File: src/rtl/axis_cnt_gen_pkg.sv
// axis_cnt_gen_pkg: shared types and LFSR tap table for the AXI-stream counter/pattern source.
//   gen_state_e : IDLE / RUN / GAP / DONE
//   gen_mode_e  : MODE_INC / MODE_DEC / MODE_CONST / MODE_LFSR
//   lfsr_taps   : maximal-length Fibonacci tap mask for widths 2..64
package axis_cnt_gen_pkg;
    typedef enum logic [1:0] {IDLE, RUN, GAP, DONE} gen_state_e;
    typedef enum logic [1:0] {MODE_INC, MODE_DEC, MODE_CONST, MODE_LFSR} gen_mode_e;
    // Each byte of p is a 1-based tap position (0 = unused). Width 37 needs two extra taps (2,1).
    function automatic logic [63:0] lfsr_taps(int w);
        logic [31:0] p;
        logic [63:0] m;
        case (w)
            2: p = 32'h02010000;  3: p = 32'h03020000;  4: p = 32'h04030000;  5: p = 32'h05030000;
            6: p = 32'h06050000;  7: p = 32'h07060000;  8: p = 32'h08060504;  9: p = 32'h09050000;
            10: p = 32'h0A070000; 11: p = 32'h0B090000; 12: p = 32'h0C060401; 13: p = 32'h0D040301;
            14: p = 32'h0E050301; 15: p = 32'h0F0E0000; 16: p = 32'h100F0D04; 17: p = 32'h110E0000;
            18: p = 32'h120B0000; 19: p = 32'h13060201; 20: p = 32'h14110000; 21: p = 32'h15130000;
            22: p = 32'h16150000; 23: p = 32'h17120000; 24: p = 32'h18171611; 25: p = 32'h19160000;
            26: p = 32'h1A060201; 27: p = 32'h1B050201; 28: p = 32'h1C190000; 29: p = 32'h1D1B0000;
            30: p = 32'h1E060401; 31: p = 32'h1F1C0000; 32: p = 32'h20160201; 33: p = 32'h21140000;
            34: p = 32'h221B0201; 35: p = 32'h23210000; 36: p = 32'h24190000; 37: p = 32'h25050403;
            38: p = 32'h26060501; 39: p = 32'h27230000; 40: p = 32'h28261513; 41: p = 32'h29260000;
            42: p = 32'h2A291413; 43: p = 32'h2B2A2625; 44: p = 32'h2C2B1211; 45: p = 32'h2D2C2A29;
            46: p = 32'h2E2D1A19; 47: p = 32'h2F2A0000; 48: p = 32'h302F1514; 49: p = 32'h31280000;
            50: p = 32'h32311817; 51: p = 32'h33322423; 52: p = 32'h34310000; 53: p = 32'h35342625;
            54: p = 32'h36351211; 55: p = 32'h371F0000; 56: p = 32'h38372322; 57: p = 32'h39320000;
            58: p = 32'h3A270000; 59: p = 32'h3B3A2625; 60: p = 32'h3C3B0000; 61: p = 32'h3D3C2E2D;
            62: p = 32'h3E3D0605; 63: p = 32'h3F3E0000; 64: p = 32'h403F3D3C;
            default: p = 32'h0;
        endcase
        m = (w == 37) ? 64'h3 : 64'h0;
        for (int i = 0; i < 4; i++)
            if (p[8*i +: 8] != 8'd0) m = m | (64'd1 << (p[8*i +: 8] - 8'd1));
        return m;
    endfunction
endpackage

File: src/rtl/axis_cnt_gen_datapath.sv
// axis_cnt_gen_datapath: combinational start value and next-beat data for the pattern source.
//   cfg_mode/cfg_seed : raw config, used for the start value (LFSR seed 0 becomes 1)
//   mode/seed         : latched config of the current run
//   data              : current beat data
//   init / next       : start value / data after a handshake
module axis_cnt_gen_datapath
    import axis_cnt_gen_pkg::*;
#(
    parameter int DSIZE = 8
) (
    input  logic [1:0]       cfg_mode,
    input  logic [DSIZE-1:0] cfg_seed,
    input  logic [1:0]       mode,
    input  logic [DSIZE-1:0] seed,
    input  logic [DSIZE-1:0] data,
    output logic [DSIZE-1:0] init,
    output logic [DSIZE-1:0] next
);
    localparam logic [DSIZE-1:0] TAPS = DSIZE'(lfsr_taps(DSIZE));
    gen_mode_e m, cm;
    assign m = gen_mode_e'(mode);
    assign cm = gen_mode_e'(cfg_mode);
    always_comb begin
        init = (cm == MODE_LFSR && cfg_seed == '0) ? DSIZE'(1) : cfg_seed;
        next = m == MODE_INC   ? data + DSIZE'(1) :
               m == MODE_DEC   ? data - DSIZE'(1) :
               m == MODE_CONST ? seed :
                                 {data[DSIZE-2:0], ^(data & TAPS)};
    end
endmodule

File: src/rtl/axis_cnt_gen.sv
// axis_cnt_gen: framed AXI-stream counter/pattern source with frame length, count, gap and data mode.
//   clock, rst (sync, active-high); start pulse / stop level control a run
//   cfg_len, cfg_num, cfg_gap, cfg_mode, cfg_seed : sampled only on an accepted start
//   axis_tdata/tvalid/tlast/tready : AXI-stream master; enable high outside IDLE
//   frame_cnt : frames completed in the current run
//   AXIS_CNT_GEN_STALL_STAT_EN adds stall_cnt (saturating count of tvalid & !tready cycles)
module axis_cnt_gen
    import axis_cnt_gen_pkg::*;
#(
    parameter int DSIZE = 8,
    parameter int LEN_W = 10,
    parameter int NUM_W = 8,
    parameter int GAP_W = 4
) (
    input  logic             clock,
    input  logic             rst,
    input  logic             start,
    input  logic             stop,
    input  logic [LEN_W-1:0] cfg_len,
    input  logic [NUM_W-1:0] cfg_num,
    input  logic [GAP_W-1:0] cfg_gap,
    input  logic [1:0]       cfg_mode,
    input  logic [DSIZE-1:0] cfg_seed,
    output logic [DSIZE-1:0] axis_tdata,
    output logic             axis_tvalid,
    output logic             axis_tlast,
    input  logic             axis_tready,
    output logic             enable,
    output logic [NUM_W-1:0] frame_cnt
`ifdef AXIS_CNT_GEN_STALL_STAT_EN
    ,
    output logic [31:0]      stall_cnt
`endif
);
    gen_state_e state_q, state_d;
    logic [LEN_W-1:0] len_q, beat_q;
    logic [NUM_W-1:0] num_q, fc_next;
    logic [GAP_W-1:0] gap_q, gcnt_q;
    logic [1:0] mode_q;
    logic [DSIZE-1:0] seed_q, data_q, data_init, data_next;
    logic stop_q, go, hs, last, frame_end, gap_end;

    assign go = state_q == IDLE && start;
    assign hs = state_q == RUN && axis_tready;
    // len 0 and 1 both mean single-beat frames
    assign last = len_q <= LEN_W'(1) || beat_q == len_q - LEN_W'(1);
    assign frame_end = hs && last;
    assign fc_next = frame_cnt + NUM_W'(1);
    assign gap_end = state_q == GAP && gcnt_q == gap_q - GAP_W'(1);
    assign axis_tdata = data_q;

    axis_cnt_gen_datapath #(.DSIZE(DSIZE)) u_dp (
        .cfg_mode(cfg_mode),
        .cfg_seed(cfg_seed),
        .mode(mode_q),
        .seed(seed_q),
        .data(data_q),
        .init(data_init),
        .next(data_next)
    );

    always_ff @(posedge clock) begin
        if (rst) state_q <= IDLE;
        else state_q <= state_d;
    end

    always_comb begin
        state_d = state_q;
        case (state_q)
            IDLE: state_d = start ? RUN : IDLE;
            RUN:  if (frame_end) state_d = ((num_q != '0 && fc_next == num_q) || stop) ? DONE :
                                           gap_q != '0 ? GAP : RUN;
            GAP:  if (gap_end) state_d = (stop_q || stop) ? DONE : RUN;
            DONE: state_d = IDLE;
        endcase
    end

    always_comb begin
        axis_tvalid = state_q == RUN;
        axis_tlast = state_q == RUN && last;
        enable = state_q != IDLE;
    end

    always_ff @(posedge clock) begin
        if (rst) begin
            {len_q, num_q, gap_q, mode_q, seed_q} <= '0;
            {data_q, beat_q, frame_cnt, gcnt_q, stop_q} <= '0;
        end else begin
            if (go) begin
                {len_q, num_q, gap_q, mode_q, seed_q} <= {cfg_len, cfg_num, cfg_gap, cfg_mode, cfg_seed};
                data_q <= data_init;
                beat_q <= '0;
                frame_cnt <= '0;
            end
            if (hs) begin
                data_q <= data_next;
                beat_q <= last ? '0 : beat_q + LEN_W'(1);
                if (last) frame_cnt <= fc_next;
            end
            gcnt_q <= state_q == GAP ? gcnt_q + GAP_W'(1) : '0;
            // a stop seen at any point of the gap ends the run when the gap expires
            stop_q <= state_q == GAP && (stop_q || stop);
        end
    end

`ifdef AXIS_CNT_GEN_STALL_STAT_EN
    always_ff @(posedge clock) begin
        if (rst || go) stall_cnt <= '0;
        else if (axis_tvalid && !axis_tready && stall_cnt != '1) stall_cnt <= stall_cnt + 32'd1;
    end
`endif
endmodule

File: config.mk
export PLATFORM = sky130hd
export DESIGN_NAME = axis_cnt_gen
export DESIGN_NICKNAME = d
export VERILOG_FILES = /design/src/rtl/axis_cnt_gen_pkg.sv /design/src/rtl/axis_cnt_gen_datapath.sv /design/src/rtl/axis_cnt_gen.sv
export SDC_FILE = /design/constraint.sdc
export NUM_CORES = 1
export LEC_CHECK = 0
export BUFFER_PORTS_ARGS = -buffer_cell sky130_fd_sc_hd__buf_2
export CORE_MARGIN = 3
export CORE_UTILIZATION = 35
export DETAILED_ROUTE_END_ITERATION = 10
export PLACE_DENSITY_LB_ADDON = 0.3
export SLEW_MARGIN = 5
export SYNTH_ARGS = -nofsm -noshare
export SYNTH_HDL_FRONTEND = slang
export SYNTH_SLANG_ARGS = --single-unit
File: constraint.sdc
create_clock -name clock -period 4.9 [get_ports clock]
set_input_delay 0.735 -clock clock [delete_from_list [all_inputs] [get_ports clock]]
set_output_delay 0.735 -clock clock [all_outputs]
set_load 0.005 [all_outputs]
== Word level (Yosys, flattened, before mapping) ==
Index checks and enable logic that the tools add are counted.

* Reduce and logical (&&, ||, !) cells: 21
* Bitwise operators: 1
* Muxes and demuxes: 19
* Magnitude comparators: 1
* Equality and inequality tests: 11
* $add $sub $neg: 7

{| class="wikitable"
|+ Operators by type and width
! cell !! count
|-
| $mux W8 || 9
|-
| $mux W10 || 3
|-
| $add A8 B1 Y8 const B || 2
|-
| $add A10 B1 Y10 const B || 1
|-
| $eq A10 B10 Y1 || 1
|-
| $le A10 B1 Y1 const B || 1
|-
| $mux W2 || 5
|-
| $sub A10 B1 Y10 const B || 1
|-
| $eq A2 B2 Y1 const B || 4
|-
| $eq A8 B8 Y1 || 1
|-
| $logic_and A1 B1 Y1 || 8
|-
| $logic_not A8 Y1 || 1
|-
| $pmux W2 S4 || 1
|-
| $reduce_bool A8 Y1 || 1
|-
| $reduce_xor A8 Y1 || 1
|-
| $sub A8 B1 Y8 const B || 1
|-
| $add A4 B1 Y4 const B || 1
|-
| $eq A2 B1 Y1 const B || 2
|-
| $eq A4 B4 Y1 || 1
|-
| $logic_not A2 Y1 || 2
|-
| $reduce_bool A2 Y1 || 2
|-
| $reduce_bool A4 Y1 || 1
|-
| $sub A4 B1 Y4 const B || 1
|-
| $logic_or A1 B1 Y1 || 3
|-
| other kinds (6) || 6
|}

* Bits in registers: 65
* Output and inout port bits: 19

== Longest topological paths before layout ==
Gate-level depths: netlist (run 1).

* Depth after elaboration: 7
* Depth in mapped cells: 11

== By module ==
A second synthesis (run 1) with hierarchy kept.

* Cells, all modules: 503
* Area total of the unflattened synthesis: 3931.3 um^2

{| class="wikitable"
|+ By module, submodules not included
! module !! area each (um^2) !! seq. area each (um^2) !! cells each !! instances
|-
| axis_cnt_gen || 3368.2 || 1301.2 || 423 || 1
|-
| axis_cnt_gen_datapath || 563.0 || 0.0 || 80 || 1
|}

== Least setup slack after synthesis (run 1) ==
OpenSTA, ideal clock, no wires.

* Path kind: reg2out
* From: register len_q[0]
* To: output axis_tlast
* Setup slack: 2340 ps
* Cell stages (with the launch flop): 8
* Path buffers: 0
* Arrival: 1825 ps
* Required time: 4165 ps
* Cell sequence: dfxtp_1 inv_1 ha_1 nor3b_2 a21oi_1 a2111oi_4 a31oi_1 nor2_1

* Longest elaborated chain between the ends: 4
* Elaborated cells between the ends (all ways): 5
* Classes of those cells: add/sub: 1; order compare: 1; eq/ne: 1; reduce/logical: 2

{| class="wikitable"
|+ RTL lines
! element !! RTL line !! text
|-
| start: declaration || axis_cnt_gen.sv:36 || <nowiki>logic [LEN_W-1:0] len_q, beat_q;</nowiki>
|-
| start signal: assignment || axis_cnt_gen.sv:90 || <nowiki>{len_q, num_q, gap_q, mode_q, seed_q} <= {cfg_len, cfg_num, cfg_gap, cfg_mode, cfg_seed};</nowiki>
|-
| $sub A10 B1 Y10 || axis_cnt_gen.sv:46 || <nowiki>assign last = len_q <= LEN_W'(1) || beat_q == len_q - LEN_W'(1);</nowiki>
|-
| $eq A10 B10 Y1 || axis_cnt_gen.sv:46 ||
|-
| $logic_or A1 B1 Y1 (*) || axis_cnt_gen.sv:46 ||
|-
| $logic_and A1 B1 Y1 (*) || axis_cnt_gen.sv:80 || <nowiki>axis_tlast = state_q == RUN && last;</nowiki>
|-
| end: declaration || axis_cnt_gen.sv:26 || <nowiki>output logic axis_tlast,</nowiki>
|}

Every way passes the cells marked *; elsewhere a longest branch is shown, timed or not.

== Final worst setup path (run 1) ==
* From: register len_q[4]
* To: output axis_tlast

The elaborated chain is that of the path after synthesis.

==> impl_metrics.sql, run 1 <==
INSERT INTO impl_metrics (metric_group, metric, value, unit) VALUES
('routing', 'drt_iter0_drc', '207', ''),
('sta', 'tightest_slew', '0.9396', 'ns'),
('placed_design', 'gpl.final_weighted_congestion', '0.7949', ''),
('logic_synthesis', 'synth.net_count', '548', ''),
('sta', 'finalHoldViolations', '0', ''),
('die', 'coreArea', '10940', 'um^2'),
('cts', 'post_cts_buffers', '0', ''),
('die', 'row_count', '38', ''),
('worst_setup_path', 'wp_data_required', '4.16', 'ns'),
('sta', 'rsz0062_at_grt', 'no', ''),
('sta', 'clock.fmax', '0.3041', 'GHz'),
('sta', 'slew-limit-headroom', '0.3707', ''),
('sta', 'final_max_slew_viol_count', '0', ''),
('die', 'fp.dieArea', '12570', 'um^2'),
('cts', 'cts_repair_resized_insts', '0', ''),
('global_routing', 'remaining_overflow_grt', '0', ''),
('sta', 'period_minus_slack', '3.288', 'ns'),
('final_layout', 'synthToLayoutAreaGrowth', '13.97', '%'),
('sta', 'finalCritPeriodShare', '0.6711', ''),
('cts', 'clockBufferDepth', '2', ''),
('cts', 'cts-buffers-inserted', '9', ''),
('cts', 'clkSlewWorstSetupHoldPaths', '0.05', 'ns'),
('sta', 'worst_clock_skew', '0.005186', 'ns'),
('logic_synthesis', 'yosysSeqAreaShare', '0.3303', ''),
('logic_synthesis', 'area_of_the_mapped_netlist', '3940', 'um^2'),
('final_layout', 'final_cells', '678', ''),
('global_routing', 'gr-usage-all-layers', '0.1551', ''),
('routing', 'routed_wl', '9729', 'um'),
('placed_design', 'placement.setup.worst_slack', '1.775', 'ns'),
('logic_synthesis', 'synth_common_cells', '92 x nand2_1, 65 x dfxtp_1, 56 x a21oi_1', ''),
('worst_setup_path', 'path_max_fanout', '7', ''),
('global_routing', 'first_global_vias', '3381', ''),
('final_layout', 'register_area', '1301', 'um^2'),
('routing', 'drt_pre_antenna_iters', '4', ''),
('logic_synthesis', 'synth.area.top_cells', 'dfxtp_1 33%, nand2_1 8.8%, a21oi_1 7.1%', ''),
('worst_setup_path', 'crit_path_category', 'flop to output pin', ''),
('status', 'status', 'finished, final reports clean', ''),
('power_and_ir_drop', 'leakagePower', '1.719', 'nW'),
('worst_setup_path', 'worst-r2r-cell-count', '8', ''),
('worst_setup_path', 'worstPathArrival', '2.55', 'ns'),
('logic_synthesis', 'post_synth.cell_area_avg', '7.864', 'um^2'),
('placed_design', 'port_buffers', '55', ''),
('worst_setup_path', 'worstSetupEndpointType', 'output pin', ''),
('routing', 'dr_total_vias', '3620', ''),
('power_and_ir_drop', 'vdd_ir_drop_max', '0.0002635', 'V'),
('cts', 'cts-htree-levels', '3', ''),
('min_path', 'holdPathStages', '2', ''),
('final_layout', 'layout.filler_cells', '1152', ''),
('logic_synthesis', 'synth-async-reset-ratio', '0', ''),
('cts', 'clock_sink_total', '65', ''),
('final_layout', 'antenna-diode-count', '0', ''),
('logic_synthesis', 'dominantRegCellSynth', 'dfxtp_1', ''),
('min_path', 'hp-class', 'flop to flop', ''),
('cts', 'cts_hold_buffers', '0', ''),
('die', 'floorplan.initialDensity', '0.3603', ''),
('sta', 'post-route-worst-setup-slack', '1.612', 'ns'),
('placed_design', 'placed_cells_incl_taps', '663', ''),
('logic_synthesis', 'synth_cell_types', '66', ''),
('logic_synthesis', 'synth_edf_count', '0', ''),
('global_routing', 'antenna_found_initial', '0', ''),
('power_and_ir_drop', 'cellPowerDensity', '441.5', 'nW/um^2'),
('logic_synthesis', 'synth_top_area_share', '0.3303', ''),
('worst_setup_path', 'critical_path.startpoint_type', 'flop', ''),
('cts', 'cts_tree', 'done', ''),
('die', 'floorplan.io_pins', '56', ''),
('final_layout', 'finish.net_count', '581', ''),
('routing', 'detail_route.wl_per_cell', '14.35', 'um'),
('die', 'die_width', '112.1', 'um'),
('logic_synthesis', 'synth.ff_latch_count', '65', ''),
('logic_synthesis', 'most_common_cell_in_the_synthesized_netlist', 'nand2_1', ''),
('die', 'die_h', '112.1', 'um');
==> sequential cells by signal (all words and copies together), names as in the netlist <==
name / count
axis_tdata: 8
seed_q: 8
mode_q: 2
state_q: 2
frame_cnt: 8
len_q: 10
beat_q: 10
stop_q: 1
gap_q: 4
gcnt_q: 4
num_q: 8
==> power by group <==
group / leakage (nW) / total, W / switching, W / internal, W
clock network: 0.135 / 0.000573 / 0.000224 / 0.000349
logic: 1.05 / 0.000690 / 0.000395 / 0.000296
registers: 0.530 / 0.000720 / 0.000119 / 0.000600
==> placed cells by master, fill, tap and decap left out, types with 4 or more instances in the layout <==
master,n
xnor2_1,30
clkbuf_16,9
a311oi_1,5
and3_1,6
inv_1,13
mux2i_1,4
buf_2,55
a211oi_1,4
clkinv_2,4
nor2_1,32
dfxtp_1,65
ha_1,10
nor2b_1,5
a31oi_1,13
nor4_1,5
nand2b_1,7
nand4b_1,4
xor2_1,12
o21ai_0,13
a21oi_1,56
nor3_1,7
nand3_1,20
nand3b_1,6
or4_1,4
nand2_1,92
==> stage by stage <==
step / util / cell area, um^2 / hold WS (ns) / total power [W]
after floorplan: - / 3940 / 0.4331 / 0.001254
after global placement: 0.3866 / 4228 / 0.4428 / 0.001404
after detailed placement: 0.3866 / 4228 / 0.4502 / 0.001420
after CTS: 0.4106 / 4491 / 0.4577 / 0.002006
after global routing: 0.4106 / 4491 / 0.4807 / 0.002124
final: 0.4106 / 4491 / 0.4518 / 0.001982
==> cell type report <==
type,count,share of cell area
Tap cell,140,0.03901
Clock buffer,11,0.05405
Inverter,13,0.01087
Clock inverter,4,0.004458
Timing Repair Buffer,58,0.06631
Sequential cell,65,0.2898
Multi-Input combinational cell,387,0.5355
==> kinds of logic (layout without fill, tap and decap cells) <==
logic type	count (synthesis)	in the layout	share of synthesized area
multiplexers	7	7	0.02445
AND/OR/NAND/NOR	211	211	0.2677
XOR/XNOR	42	42	0.09336
buffers and inverters	49	86	0.05938
flip-flops	65	65	0.3303
AO/OA/AOI/OAI	117	117	0.1931
adder cells (fa/ha/maj)	10	10	0.03176
==> path summary, 6_finish.rpt <==
path	slack, ns	end	from
min reg2reg	0.45	seed_q[7]	seed_q[7]
max	1.61	axis_tlast	len_q[4]
min	0.45	seed_q[7]	seed_q[7]
max reg2reg	1.77	frame_cnt[2]	len_q[0]
==> worst max-delay path, stage by stage, from the launching register on <==
cell      delay, ns
dfxtp_1        0.41
or4_1          0.61
o311ai_0       0.39
nand3_1        0.22
a31oi_1        0.34
nor2_1         0.10
buf_2          0.14
==> per-layer routing <==
metal | routed length, um | vias up | global-route usage
li1 | - | 1837 | -
met3 | 466 | 10 | 0.02749
met1 | 4542 | 1707 | 0.2065
met5 | 0 | - | 0
met2 | 4558 | 66 | 0.2495
met4 | 163 | 0 | 0.06250
No activity file was read; power rests on OpenSTA's default activity.
==> run 2, diff against run 1 <==
--- a/config.mk
+++ b/config.mk
@@ -5,6 +5,7 @@
 export SDC_FILE = /design/constraint.sdc
 export NUM_CORES = 1
 export LEC_CHECK = 0
+export ABC_AREA = 1
 export BUFFER_PORTS_ARGS = -buffer_cell sky130_fd_sc_hd__buf_2
 export CORE_MARGIN = 3
 export CORE_UTILIZATION = 35
==> constraint.sdc (replaced) <==
create_clock -name clock -period 3.2 [get_ports clock]
set_input_delay 0.48 -clock clock [delete_from_list [all_inputs] [get_ports clock]]
set_output_delay 0.48 -clock clock [all_outputs]
set_load 0.005 [all_outputs]
==> run 2 against run 1 <==
  * Via count grew 7.6%
  * Non-clock buffer count grew 1
  * Clock power grew 7.7%
  * Global-route usage grew 0.91 points
  * Count of clock-buffer cells in the layout is the same
  * Critical path type unchanged
  * Highest routed layer unchanged
==> impl_metrics.sql, run 2 <==
INSERT INTO impl_metrics (metric_group, metric, value, unit) VALUES
('power_and_ir_drop', 'cellPowerDensity', '763.9', 'nW/um^2'),
('cts', 'clockRootBuffer', 'clkbuf_8', ''),
('sta', 'clock.fmax', '0.3583', 'GHz'),
('cts', 'cts_hold_buffers', '0', ''),
('final_layout', 'layout.filler_cells', '1120', ''),
('final_layout', 'regs_by_ff_count', 'beat_q x10, len_q x10', ''),
('placed_design', 'placement.cell_area', '4279', 'um^2'),
('logic_synthesis', 'synth_compound_area_frac', '0.1740', ''),
('die', 'die_h', '111.4', 'um'),
('die', 'floorplan.io_pins', '56', ''),
('worst_setup_path', 'critical_path.startpoint_type', 'flop', ''),
('worst_setup_path', 'path_max_fanout', '11', ''),
('worst_setup_path', 'worstSetupEndpointType', 'output pin', ''),
('routing', 'drt_pre_antenna_iters', '5', ''),
('global_routing', 'remaining_overflow_grt', '0', ''),
('final_layout', 'register_area', '1301', 'um^2'),
('logic_synthesis', 'synth_top_area_share', '0.3344', ''),
('logic_synthesis', 'synth_common_cells', '122 x nand2_1, 91 x nor2_1, 65 x dfxtp_1', ''),
('final_layout', 'multiInputGateArea', '2281', 'um^2'),
('routing', 'detail_route.wl_per_cell', '13.15', 'um'),
('sta', 'worst_clock_skew', '0.005656', 'ns'),
('global_routing', 'first_global_vias', '3620', ''),
('min_path', 'hold_path_startpoint', 'cfg_len[8]', ''),
('die', 'die_width', '111.4', 'um'),
('logic_synthesis', 'synth_simple_gate_area_frac', '0.2987', ''),
('logic_synthesis', 'synthesis.instances', '588', ''),
('die', 'floorplan.initialDensity', '0.3687', ''),
('logic_synthesis', 'post_synth_mux_area_share', '0', ''),
('worst_setup_path', 'worstPathArrival', '2.31', 'ns'),
('final_layout', 'design_area', '4448', 'um^2'),
('logic_synthesis', 'synth_cell_types', '42', ''),
('power_and_ir_drop', 'power.total', '0.003398', 'W'),
('logic_synthesis', 'synth_edf_count', '0', ''),
('sta', 'final_max_slew_viol_count', '0', ''),
('min_path', 'hp-class', 'primary input to flop', ''),
('worst_setup_path', 'crit_path_category', 'flop to output pin', ''),
('routing', 'dr_total_vias', '3896', ''),
('placed_design', 'gpl.final_weighted_congestion', '0.9357', ''),
('power_and_ir_drop', 'vdd_ir_drop_max', '0.0002824', 'V'),
('worst_setup_path', 'crit_start', 'len_q[0]', ''),
('power_and_ir_drop', 'leakagePower', '1.913', 'nW'),
('routing', 'routed_wl', '10200', 'um'),
('sta', 'rsz0062_at_grt', 'no', ''),
('final_layout', 'final_layout_size_suffix_gt1_frac', '0.1344', ''),
('placed_design', 'place.detailed.hpwl', '7459', 'um'),
('logic_synthesis', 'share_of_synthesized_cell_area_in_full_adder_half_adder_and_majority_cells', '0.03215', ''),
('logic_synthesis', 'yosysSeqAreaShare', '0.3344', ''),
('global_routing', 'grt_start_max_net_pins', '39', ''),
('logic_synthesis', 'synth-async-reset-ratio', '0', ''),
('cts', 'cts_repair_resized_insts', '0', ''),
('final_layout', 'most_frequent_standard_cell_in_the_layout_excluding_fill_and_tap_cells', 'nand2_1', ''),
('cts', 'clock_sink_total', '65', ''),
('sta', 'fin_worst_hold_slack', '0.3944', 'ns'),
('sta', 'setup_viol', '0', ''),
('logic_synthesis', 'post_synth.cell_area_avg', '6.618', 'um^2'),
('logic_synthesis', 'synth.area.top_cells', 'dfxtp_1 33%, nand2_1 12%, nor2_1 8.8%', ''),
('cts', 'insertion_delay', '0.34', 'ns'),
('final_layout', 'antenna-diode-count', '0', ''),
('global_routing', 'first_pass_grt_wire_length', '17140', 'um'),
('cts', 'cts_tree', 'done', ''),
('logic_synthesis', 'synth.net_count', '635', ''),
('logic_synthesis', 'synthesis.yosys.warnings', '0', ''),
('cts', 'post_cts_buffers', '0', ''),
('die', 'fp.dieArea', '12420', 'um^2'),
('final_layout', 'layout_common_cells', '121 x nand2_1, 91 x nor2_1, 65 x dfxtp_1', ''),
('sta', 'finalHoldViolations', '0', ''),
('sta', 'finalCritPeriodShare', '0.8722', ''),
('logic_synthesis', 'most_common_cell_in_the_synthesized_netlist', 'nand2_1', ''),
('sta', 'slew-limit-headroom', '0.2614', ''),
('worst_setup_path', 'worst_flop_to_flop_path_startpoint', 'len_q[0]', ''),
('run', 'timing.max_cap.violations', '0', ''),
('global_routing', 'antenna_found_initial', '0', ''),
('final_layout', 'synthToLayoutAreaGrowth', '14.31', '%'),
('routing', 'drt_iter0_drc', '288', ''),
('logic_synthesis', 'dominant_combinational_cell_family_by_area_after_synthesis', 'simple AND/OR/NAND/NOR gates', ''),
('status', 'status', 'finished, final reports clean', ''),
('routing', 'drcViolationCount', '0', ''),
('logic_synthesis', 'dominantRegCellSynth', 'dfxtp_1', ''),
('final_layout', 'finish.net_count', '684', ''),
('routing', 'vias_per_cell', '5.021', ''),
('die', 'coreArea', '10560', 'um^2'),
('sta', 'tns', '0', 'ns'),
('worst_setup_path', 'wp_data_required', '2.72', 'ns'),
('die', 'row_count', '37', ''),
('cts', 'clockBufferDepth', '2', ''),
('cts', 'cts-htree-levels', '3', ''),
('logic_synthesis', 'synth.ff_latch_count', '65', ''),
('cts', 'cts-buffers-inserted', '9', ''),
('sta', 'period_minus_slack', '2.791', 'ns'),
('placed_design', 'port_buffers', '55', ''),
('routing', 'ant_nets', '0', ''),
('logic_synthesis', 'synth_area_leader_cell', 'dfxtp_1', ''),
('logic_synthesis', 'yosys.area_share.xor_xnor', '0.08071', ''),
('global_routing', 'gr-usage-all-layers', '0.1642', ''),
('cts', 'clkSlewWorstSetupHoldPaths', '0.07', 'ns'),
('sta', 'tightest_slew', '1.107', 'ns'),
('logic_synthesis', 'area_of_the_mapped_netlist', '3891', 'um^2');
-- run 2: cell types whose count changed after synthesis, moves of 8 or more --
cell	previous run	this run
xor2_1	12	20
nand2_1	92	122
inv_1	13	55
nor2_1	32	91
a31oi_1	13	1
a21oi_1	56	47
o21ai_0	13	48
xnor2_1	30	14
nand3_1	20	36
-- run 2: per-layer routing --
layer  GRT usage  vias up  wire [um]
met5           0        -          0
met4     0.04866        0        119
met1      0.2213     1770       4837
met2      0.2654       94       4763
li1            -     2023          -
met3     0.03424        9        483
-- run 2: area by class of cell --
cell class | count | share of cell area
Clock inverter | 3 | 0.003938
Sequential cell | 65 | 0.2925
Inverter | 59 | 0.04979
Timing Repair Buffer | 59 | 0.06864
Multi-Input combinational cell | 443 | 0.5128
Tap cell | 136 | 0.03826
Clock buffer | 11 | 0.03404
-- run 2: critical path: stages, from the launching register on --
cell and delay, ns:
dfxtp_1 0.37, inv_1 0.09, ha_1 0.27, nand2_1 0.16, nor2_1 0.07, xor2_1 0.14
a21oi_1 0.18, nand4_1 0.14, nand2_2 0.25, and2_2 0.20, buf_2 0.10
-- run 2: final timing paths --
| kind | to | slack [ns] | cells past startpoint |
|---|---|---|---|
| worst max register to register | frame_cnt[0] | 1.04 | 12 |
| worst max-delay path | axis_tlast | 0.41 | 10 |
| worst min register to register | seed_q[0] | 0.47 | 2 |
| worst min-delay path | len_q[8] | 0.39 | 3 |
-- run 2: where the power goes --
part	switching, W	internal (W)	leakage (nW)
registers	0.000186	0.000991	0.533
logic	0.00102	0.000585	1.29
clock network	0.000305	0.000312	0.0871
-- run 2: kinds of logic (layout without fill, tap and decap cells) --
group           count (synthesis)  in the layout
xor+xnor                       35             35
simple gates                  277            277
compound gates                121            121
fa+ha+maj                      10             10
flops                          65             65
buf+inv                        80            132
-- run 2: stage by stage --
| stage | util | setup WS (ns) | instances |
|---|---|---|---|
| floorplan | - | 1.112 | 588 |
| global placement | 0.4054 | 0.8690 | 762 |
| detailed placement | 0.4054 | 0.7809 | 762 |
| CTS | 0.4214 | 0.3955 | 776 |
| global route | 0.4214 | 0.1759 | 776 |
| finish | 0.4214 | 0.4089 | 776 |
==> run 3, diff against run 2 <==
--- a/config.mk
+++ b/config.mk
@@ -7,6 +7,7 @@
 export LEC_CHECK = 0
 export ABC_AREA = 1
 export BUFFER_PORTS_ARGS = -buffer_cell sky130_fd_sc_hd__buf_2
+export CORE_ASPECT_RATIO = 0.7
 export CORE_MARGIN = 3
 export CORE_UTILIZATION = 35
 export DETAILED_ROUTE_END_ITERATION = 10
==> run 3 against run 2 <==
  * Sequential share of layout area is 1.0 points lower
  * Largest power group unchanged
  * Clock power is 70% higher
  * Highest routed layer unchanged
  * Die area is 0.17% higher
  * Sequential power hardly changed
  * Combinational power hardly changed
  * Setup slack worse by 0.024 ns
  * Worst hold slack better by 0.018 ns
  * Global-route usage is 0.83 points higher
==> impl_metrics.sql, run 3 (synthesized netlist as in run 2, its figures left out) <==
INSERT INTO impl_metrics (metric_group, metric, value, unit) VALUES
('global_routing', 'first_pass_grt_wire_length', '17580', 'um'),
('global_routing', 'gr-usage-all-layers', '0.1725', ''),
('die', 'die_h', '94.22', 'um'),
('sta', 'tns', '0', 'ns'),
('worst_setup_path', 'wp_data_required', '2.72', 'ns'),
('die', 'coreArea', '10590', 'um^2'),
('sta', 'worst_clock_skew', '0.008536', 'ns'),
('cts', 'clkSlewWorstSetupHoldPaths', '0.05', 'ns'),
('worst_setup_path', 'worstSetupEndpointType', 'output pin', ''),
('cts', 'clockRootBuffer', 'clkbuf_16', ''),
('die', 'fp.dieArea', '12440', 'um^2'),
('die', 'floorplan.io_pins', '56', ''),
('sta', 'final_max_slew_viol_count', '0', ''),
('power_and_ir_drop', 'leakagePower', '1.981', 'nW'),
('sta', 'rsz0062_at_grt', 'no', ''),
('final_layout', 'post-route-util', '0.4350', ''),
('final_layout', 'synthToLayoutAreaGrowth', '18.36', '%'),
('min_path', 'hp-class', 'primary input to flop', ''),
('global_routing', 'first_global_vias', '3699', ''),
('run', 'timing.max_cap.violations', '0', ''),
('final_layout', 'final_layout_size_suffix_gt1_frac', '0.1326', ''),
('cts', 'cts-htree-levels', '3', ''),
('cts', 'cts-buffers-inserted', '9', ''),
('routing', 'drt_iter0_drc', '297', ''),
('final_layout', 'most_frequent_standard_cell_in_the_layout_excluding_fill_and_tap_cells', 'nand2_1', ''),
('cts', 'post_cts_buffers', '0', ''),
('routing', 'drt_pre_antenna_iters', '5', ''),
('sta', 'clock.fmax', '0.3552', 'GHz'),
('routing', 'routed_wl', '10370', 'um'),
('die', 'floorplan.initialDensity', '0.3675', ''),
('die', 'die_width', '132.0', 'um'),
('sta', 'setup_viol', '0', ''),
('final_layout', 'regs_by_ff_count', 'beat_q x10, len_q x10', ''),
('worst_setup_path', 'worstPathArrival', '2.34', 'ns'),
('worst_setup_path', 'crit_path_category', 'flop to output pin', ''),
('routing', 'ant_nets', '0', ''),
('cts', 'clock_sink_total', '65', ''),
('placed_design', 'gpl.final_weighted_congestion', '0.8652', ''),
('sta', 'tightest_slew', '1.067', 'ns'),
('routing', 'vias_per_cell', '4.977', ''),
('worst_setup_path', 'critical_path.startpoint_type', 'flop', ''),
('status', 'status', 'finished, final reports clean', ''),
('routing', 'dr_total_vias', '3927', ''),
('power_and_ir_drop', 'vdd_ir_drop_max', '0.0003650', 'V'),
('cts', 'cts_repair_resized_insts', '0', ''),
('global_routing', 'grt_start_max_net_pins', '40', ''),
('power_and_ir_drop', 'cellPowerDensity', '831.4', 'nW/um^2'),
('cts', 'insertion_delay', '0.34', 'ns'),
('global_routing', 'remaining_overflow_grt', '0', ''),
('sta', 'slew-limit-headroom', '0.2880', ''),
('final_layout', 'final_cells', '789', ''),
('placed_design', 'port_buffers', '55', ''),
('global_routing', 'antenna_found_initial', '0', ''),
('final_layout', 'finish.net_count', '683', ''),
('placed_design', 'placed_cells_incl_taps', '773', ''),
('final_layout', 'layout_common_cells', '122 x nand2_1, 91 x nor2_1, 65 x dfxtp_1', ''),
('die', 'row_count', '31', ''),
('sta', 'period_minus_slack', '2.816', 'ns'),
('cts', 'cts_hold_buffers', '0', ''),
('cts', 'clockBufferDepth', '2', ''),
('sta', 'finalCritPeriodShare', '0.8799', ''),
('cts', 'cts_tree', 'done', ''),
('routing', 'drcViolationCount', '0', ''),
('routing', 'detail_route.wl_per_cell', '13.14', 'um'),
('placed_design', 'place.detailed.hpwl', '7506', 'um'),
('sta', 'finalHoldViolations', '0', ''),
('worst_setup_path', 'path_max_fanout', '11', ''),
('final_layout', 'antenna-diode-count', '0', '');
[run 3: cell count changes in the layout (fill, tap and decap cells not counted)]
| cell | delta |
|---|---|
| clkinvlp_4 | -1 |
| nand2_1 | +1 |
| clkinv_4 | +1 |
| clkbuf_1 | +1 |
| clkbuf_8 | -10 |
| clkbuf_16 | +9 |
| bufinv_16 | +2 |
| buf_4 | -1 |
| nand2_2 | -1 |
[run 3: cell type report]
| class | count | area [um^2] |
|---|---|---|
| fill | 1095 | 5983 |
| sequential | 65 | 1301 |
| timing repair buffer | 58 | 297.8 |
| tap | 148 | 185.2 |
| clock inverter | 5 | 78.83 |
| multi-input combinational | 443 | 2278 |
| clock buffer | 11 | 242.7 |
| inverter | 59 | 221.5 |
[run 3: final timing paths]
path | from | to | slack [ns] | depth (start not counted)
worst max-delay path | len_q[0] | axis_tlast | 0.38 | 12
worst max register to register | len_q[0] | frame_cnt[0] | 0.99 | 14
worst min register to register | seed_q[0] | seed_q[0] | 0.46 | 2
worst min-delay path | cfg_len[4] | len_q[4] | 0.41 | 3
[run 3: routing by layer]
metal  up-vias  global-route usage  part of all wire
li1       2021                   -                 -
met1      1779              0.2391              0.50
met2       118              0.2564              0.42
met3         9             0.05353             0.068
met4         0             0.05157            0.0098
met5         -                   0                 0
[run 3: report_power, final]
| group | switching (W) | total [W] | internal (W) | leakage [nW] |
|---|---|---|---|---|
| Clock | 0.000353 | 0.00105 | 0.000701 | 0.159 |
| Sequential | 0.000180 | 0.00117 | 0.000992 | 0.533 |
| Combinational | 0.00102 | 0.00160 | 0.000581 | 1.29 |
| Total | 0.00155 | 0.00383 | 0.00227 | 1.98 |
[run 3: stage by stage]
| step | setup slack [ns] | hold slack (ns) | cell area [um^2] | total power (W) |
|---|---|---|---|---|
| after floorplan | 1.112 | 0.4245 | 3891 | 0.002377 |
| after global placement | 0.8660 | 0.4504 | 4284 | 0.002734 |
| after detailed placement | 0.7619 | 0.4609 | 4284 | 0.002770 |
| after CTS | 0.3947 | 0.4088 | 4606 | 0.003845 |
| after global routing | 0.1775 | 0.4247 | 4606 | 0.004149 |
| final | 0.3844 | 0.4126 | 4606 | 0.003829 |
[run 3: worst max-delay path, stage by stage (launching register included)]
cell	delay (ns)
dfxtp_1	0.37
inv_1	0.09
ha_1	0.28
inv_1	0.08
nand2_1	0.07
a21o_1	0.15
nand2_1	0.08
nand3_1	0.09
nor2_1	0.15
nand4_1	0.11
nand2_2	0.24
and2_2	0.20
buf_2	0.10
